File: src/rtl/multicycle_ctrl.sv
// Multicycle datapath control FSM: fetch, decode, execute, memory and write-back sequencing.
// Define RETIRE_COUNT_EN to build the retired-instruction counter; otherwise retired reads 0.
module multicycle_ctrl #(
    parameter int CNT_WIDTH = 32
) (
    input  logic                 clock,
    input  logic                 reset,
    input  logic [6:0]           opcode,
    input  logic                 mem_ready,
    output logic                 MemRead,
    output logic                 MemWrite,
    output logic                 IRWrite,
    output logic                 PCWrite,
    output logic                 PCWriteCond,
    output logic                 PCSource,
    output logic                 ALUSrcA,
    output logic [1:0]           ALUSrcB,
    output logic [1:0]           ALUOp,
    output logic                 RegWrite,
    output logic                 MemtoReg,
    output logic                 instr_done,
    output logic                 halted,
    output logic [CNT_WIDTH-1:0] retired
);

    localparam logic [6:0] OP_R  = 7'b0110011;
    localparam logic [6:0] OP_I  = 7'b0010011;
    localparam logic [6:0] OP_LD = 7'b0000011;
    localparam logic [6:0] OP_ST = 7'b0100011;
    localparam logic [6:0] OP_BR = 7'b1100011;

    typedef enum logic [3:0] {
        S_IF, S_ID, S_EX_R, S_EX_I, S_EX_LS, S_EX_BR,
        S_MEM_LD, S_MEM_ST, S_WB_ALU, S_WB_LD, S_HALT
    } state_t;

    state_t state, next_state;

    always_ff @(posedge clock) begin
        if (reset) state <= S_IF;
        else       state <= next_state;
    end

    always_comb begin
        next_state  = state;
        MemRead     = 1'b0;
        MemWrite    = 1'b0;
        IRWrite     = 1'b0;
        PCWrite     = 1'b0;
        PCWriteCond = 1'b0;
        PCSource    = 1'b0;
        ALUSrcA     = 1'b0;
        ALUSrcB     = 2'd0;
        ALUOp       = 2'b00;
        RegWrite    = 1'b0;
        MemtoReg    = 1'b0;
        instr_done  = 1'b0;
        halted      = 1'b0;
        case (state)
            S_IF: begin
                MemRead = 1'b1;
                ALUSrcB = 2'd1;
                IRWrite = mem_ready;
                PCWrite = mem_ready;
                if (mem_ready) next_state = S_ID;
            end
            // ID precomputes the branch target into ALUOut while decoding
            S_ID: begin
                ALUSrcB = 2'd3;
                case (opcode)
                    OP_R:         next_state = S_EX_R;
                    OP_I:         next_state = S_EX_I;
                    OP_LD, OP_ST: next_state = S_EX_LS;
                    OP_BR:        next_state = S_EX_BR;
                    default:      next_state = S_HALT;
                endcase
            end
            S_EX_R: begin
                ALUSrcA    = 1'b1;
                ALUOp      = 2'b10;
                next_state = S_WB_ALU;
            end
            S_EX_I: begin
                ALUSrcA    = 1'b1;
                ALUSrcB    = 2'd2;
                ALUOp      = 2'b10;
                next_state = S_WB_ALU;
            end
            S_EX_LS: begin
                ALUSrcA    = 1'b1;
                ALUSrcB    = 2'd2;
                next_state = (opcode == OP_LD) ? S_MEM_LD : S_MEM_ST;
            end
            S_EX_BR: begin
                ALUSrcA     = 1'b1;
                ALUOp       = 2'b01;
                PCWriteCond = 1'b1;
                PCSource    = 1'b1;
                instr_done  = 1'b1;
                next_state  = S_IF;
            end
            S_MEM_LD: begin
                MemRead = 1'b1;
                if (mem_ready) next_state = S_WB_LD;
            end
            S_MEM_ST: begin
                MemWrite = 1'b1;
                if (mem_ready) begin
                    instr_done = 1'b1;
                    next_state = S_IF;
                end
            end
            S_WB_ALU: begin
                RegWrite   = 1'b1;
                instr_done = 1'b1;
                next_state = S_IF;
            end
            S_WB_LD: begin
                RegWrite   = 1'b1;
                MemtoReg   = 1'b1;
                instr_done = 1'b1;
                next_state = S_IF;
            end
            S_HALT: begin
                halted = 1'b1;
            end
            default: next_state = S_IF;
        endcase
    end

`ifdef RETIRE_COUNT_EN
    logic [CNT_WIDTH-1:0] count;

    always_ff @(posedge clock) begin
        if (reset)           count <= '0;
        else if (instr_done) count <= count + 1'b1;
    end

    assign retired = count;
`else
    assign retired = '0;
`endif

endmodule
File: config.mk
export PLATFORM = sky130hd
export DESIGN_NAME = multicycle_ctrl
export DESIGN_NICKNAME = d
export VERILOG_FILES = /design/src/rtl/multicycle_ctrl.sv
export SDC_FILE = /design/constraint.sdc
export NUM_CORES = 1
export LEC_CHECK = 0
export BUFFER_PORTS_ARGS = -buffer_cell sky130_fd_sc_hd__buf_2
export CAP_MARGIN = 20
export CELL_PAD_IN_SITES_DETAIL_PLACEMENT = 2
export CELL_PAD_IN_SITES_GLOBAL_PLACEMENT = 2
export CORE_ASPECT_RATIO = 1.1
export CORE_MARGIN = 8
export CORE_UTILIZATION = 19
export CTS_BUF_LIST = sky130_fd_sc_hd__clkbuf_4 sky130_fd_sc_hd__clkbuf_8 sky130_fd_sc_hd__clkbuf_16
export DETAILED_ROUTE_END_ITERATION = 16
export GPL_TIMING_DRIVEN = 0
export PLACE_DENSITY = 0.84
export SLEW_MARGIN = 20
export SYNTH_ARGS = -nofsm -noshare
export SYNTH_HDL_FRONTEND = slang
export SYNTH_SLANG_ARGS = --single-unit
File: constraint.sdc
create_clock -name clock -period 2.2 [get_ports clock]
set_input_delay 0.22 -clock clock [delete_from_list [all_inputs] [get_ports clock]]
set_output_delay 0.22 -clock clock [all_outputs]
set_load 0.03 [all_outputs]
* Yosys cells after proc, flatten, opt, wreduce, memory -nomap -nowiden *
Index checks and enable logic that the tools add are counted.

word-level totals
  word-level logic and storage cells = 47
  output and inout port bits = 47
  register bits = 4

operators by class
  equality and inequality tests = 18
  reduce and logical (&&, ||, !) cells = 9
  mux-type cells = 18
  bitwise logic cells = 1

operators by type and width
  operator                                                         count
  4-bit one-hot mux with 7 select lines                            1
  4-bit by 3-bit == test with 1-bit output, second input constant  4
  4-bit one-hot mux with 4 select lines                            1
  7-bit by 6-bit == test with 1-bit output, second input constant  2
  4-bit == test, second input constant                             3
  4-bit 2-to-1 mux                                                 3
  1-bit 2-to-1 mux                                                 10
  2-bit OR reduction                                               5
  4-bit by 2-bit == test with 1-bit output, second input constant  2
  7-bit by 2-bit == test with 1-bit output, second input constant  1
  7-bit by 5-bit == test with 1-bit output, second input constant  1
  7-bit == test, second input constant                             1
  2-bit != test, second input constant                             3
  2-bit one-hot mux with 3 select lines                            1
  4-bit by 1-bit == test with 1-bit output, second input constant  1
  4-bit logical NOT                                                1
  2-bit one-hot mux with 2 select lines                            1
  4-bit AND reduction                                              1
  4-bit OR reduction                                               1
  3-bit OR reduction                                               1
  1-bit one-hot mux with 2 select lines                            1
  1-bit NOT                                                        1

* Longest topological paths before layout *
  depth after elaboration = 4
  depth in mapped cells = 5
  mapped depth without buffers = 4

* Worst setup path after synthesis *
No wires, ideal clock.

  path type = flip-flop to output port
  from = reg state[2]
  to = out ALUOp[0]
  arrival = 1.821 ns
  setup slack = 0.159 ns
  cell stages (with the launch flop) = 5
  buffers on the path = 2
  data required time = 1.980 ns
  cells stage by stage = dfxtp_1 > clkbuf_1 > nand2_1 > nor3_1 > buf_4

between the ends
  word-level cells in the longest chain between the ends = 3
  elaborated cells on any way between the ends = 5

ends and longest elaborated chain
  what                                       line  text
  start, declared                            37    state_t state, next_state;
  start signal, assigned                     41    else state <= next_state;
  4-bit by 2-bit == test with 1-bit output   59    case (state)
  2-bit OR reduction (no source line)        --
  2-bit one-hot mux with 2 select lines (*)  59
  end, declared                              18    output logic [1:0] ALUOp,

Mark *: on every way between the ends. The rest lies on a longest branch, timed or not.

* Final worst setup path *
  from = reg state[2]
  to = out PCWriteCond

between the ends
  word-level cells in the longest chain between the ends = 2

ends and longest elaborated chain
  what                                      line  text
  4-bit by 3-bit == test with 1-bit output  59
  1-bit 2-to-1 mux                          59
  end, declared                             14    output logic PCWriteCond,

No other way between the ends.

==> run metrics <==
Sequential Power Share 0.157; quantity of hold-fixing buffers added after cts 0; share of post-route cells with drive strength above 1 0.417; largest net degree at the start of global routing 11; chain of cells forming the critical path clkbuf_1 > nand2_1 > nor3_1 > buf_4 > buf_2; number of diodes 0; Multi-input gate area 422 um2; number of standard-cell rows in the floorplan 23; final core utilization 0.289; result of the run complete, no violations; sum of negative setup slack 0 ps; total vias in the final route 770; Routed wire per std cell 12.5 um; area grow syn2layout 49.9%; Detail Placement HPWL 2190 um; via count of the first global-routing pass 880; total global-route track usage 0.0889; aggregate routed wire length 2580 um; antenna-violating nets left 0; number of antenna violations at the first check in global routing 0; Max Clk Rate 0.500 GHz; switching component of the power 0.284 mW; IO buf count 24; instance count of the mapped netlist 98; maximum clock skew at final layout 1.96 ps; number of cells upsized or downsized after cts 0; total power consumption of the routed design 0.595 mW; chip width 73.1 um; critical path's slowest cell sky130_fd_sc_hd__dfxtp_1; type of the worst setup path flip-flop to output pin; clock tree sinks 4; unique cell type count in the Yosys netlist 28; cell chosen for the clock root sky130_fd_sc_hd__clkbuf_8; Most used DFF post-synth sky130_fd_sc_hd__dfxtp_1; iteration count of the initial detailed-routing pass 2; y dimension of the die 78.8 um; global-route wire length before repair 3990 um; YS warnings 0; final-report max-slew violation count 0; final setup violation count 0; Remaining DRCs 0; TritonCTS clock tree built; final estimated routing congestion in global placement 0.740; number of synthesized flops with an enable pin 0; data required time at the worst endpoint 1980 ps; worst vdd ir 0.166 mV; leading registers by flop count state x4; portion of the clock cycle consumed by the worst path in the final layout 0.910; synthesized area divided by synthesized cell count 6.96 um2; Setup WS post-layout 199 ps; startpoint type of the worst setup path flip-flop; FFs w/ async S/R, synth 0; # H-tree levels 1; detail-routed via count per cell 3.74; worst min-delay path category input port to flip-flop; Final Hold Fails 0; die area 0.00576 mm2; NumNets Final 168; fill cell total of the finished layout 457; netlist area before placement 682 um2; Net Sw Frac 0.478; Clock Latency Late Sink 220 ps; area of the core 0.00354 mm2; final critical path time including I/O delays and setup 2000 ps; max reg flops 4; DR iter-0 viols 7; Largest stage delay, worst path 410 ps; post-synthesis sequential area ratio 0.117; Register Area 80.1 um2; leakage power of the design 0.590 nW; Most flops, register state; cell internal power dissipation 0.311 mW; dpl ws 409 ps; starting density of the core 0.193; deepest clock path buffer count 2; MaxCap Viol Count 0; post-synthesis register bit count 4; Clock Pin Slew Worst Setup and Hold Paths 30 ps; share of power burned in the clock network 0.268; Hold Worst Slack 205 ps; worst path arrival time 1780 ps; setup repair after global routing missed its margin no; total power per unit cell area 582 mW/mm2; count of boundary I/O pins 57; sum of overflow across all layers after global routing 0; logic gate share of total power 0.575; crit path max fanout 10; endpoint kind of the worst setup timing path output pin; TritonCTS Buffers 3; Setup Buffers After CTS 0
Yosys cell counts, types with 2 or more instances:
| master | instances | area, um2 |
|---|---|---|
| sky130_fd_sc_hd__a21oi_1 | 7 | 35.0 |
| sky130_fd_sc_hd__a31oi_1 | 3 | 18.8 |
| sky130_fd_sc_hd__buf_4 | 35 | 263 |
| sky130_fd_sc_hd__clkbuf_1 | 4 | 15.0 |
| sky130_fd_sc_hd__dfxtp_1 | 4 | 80.1 |
| sky130_fd_sc_hd__inv_1 | 5 | 18.8 |
| sky130_fd_sc_hd__nand2_1 | 3 | 11.3 |
| sky130_fd_sc_hd__nand2b_1 | 3 | 18.8 |
| sky130_fd_sc_hd__nand3_1 | 4 | 20.0 |
| sky130_fd_sc_hd__nor2_1 | 4 | 15.0 |
| sky130_fd_sc_hd__nor2b_1 | 2 | 12.5 |
| sky130_fd_sc_hd__nor3_1 | 7 | 35.0 |
| sky130_fd_sc_hd__nor3b_1 | 2 | 15.0 |
logic make-up (layout without fill, tap and decap cells):
| group | after synthesis | count (layout) | synth area share |
|---|---|---|---|
| simple gates | 30 | 30 | 0.255 |
| compound gates | 17 | 17 | 0.158 |
| other cells | 1 | 32 | 0.00550 |
| buf+inv | 44 | 71 | 0.435 |
| xor+xnor | 1 | 1 | 0.0128 |
| mux | 1 | 1 | 0.0165 |
| flops | 4 | 4 | 0.117 |
metal layers:
layer  vias to the layer above  part of all wire  global-route usage
met1                       353              0.36              0.0764
met4                         0             0.023              0.0661
met3                         4              0.11              0.0416
li1                        377                 -                   -
met5                         -                 0                   0
met2                        36              0.51               0.157
power by group through the flow:
| stage | Combinational (mW) | Sequential (mW) | Clock (mW) |
|---|---|---|---|
| CTS | 0.342 | 0.0937 | 0.167 |
| floorplan | 0.271 | 0.0899 | 0 |
| detailed placement | 0.341 | 0.0945 | 0 |
| finish | 0.343 | 0.0934 | 0.159 |
| global route | 0.368 | 0.0950 | 0.169 |
| global placement | 0.329 | 0.0927 | 0 |
layout make-up:
| class | instances | area share |
|---|---|---|
| flip-flops and latches | 4 | 0.0783 |
| inverters | 5 | 0.0184 |
| well taps | 50 | 0.0612 |
| multi-input cells | 81 | 0.412 |
| clock buffers | 3 | 0.0404 |
| plain buffers | 39 | 0.272 |
| repair buffers | 24 | 0.118 |
layout by cell type (no fill, tap or decap), drive strengths merged, types with 3 or more instances in the layout:
| cell | count |
|---|---|
| nand2b | 3 |
| conb | 32 |
| buf | 59 |
| nor3 | 8 |
| a31oi | 3 |
| nand3 | 4 |
| nand2 | 3 |
| a21oi | 7 |
| nor2 | 4 |
| clkbuf | 7 |
| inv | 5 |
| dfxtp | 4 |
critical path, delay by kind of cell, from the launching register on:
| family | cells | cell delay (ps) |
|---|---|---|
| flip-flops | 1 | 410 |
| AND/OR/NAND/NOR | 2 | 410 |
| buffers and inverters | 3 | 730 |
metrics by stage:
step                cells  cell area, um2
floorplan             129             798
global placement      203             981
detailed placement    203             981
CTS                   206            1020
global route          206            1020
finish                206            1020
worst paths after layout:
path | endpoint | startpoint | depth (start not counted) | slack [ps]
max | PCWriteCond | state[2] | 5 | 200
min | state[2] | reset | 2 | 200
max reg2reg | state[0] | state[1] | 4 | 800
min reg2reg | state[2] | state[0] | 4 | 710
(Power assumes the default switching activity.)
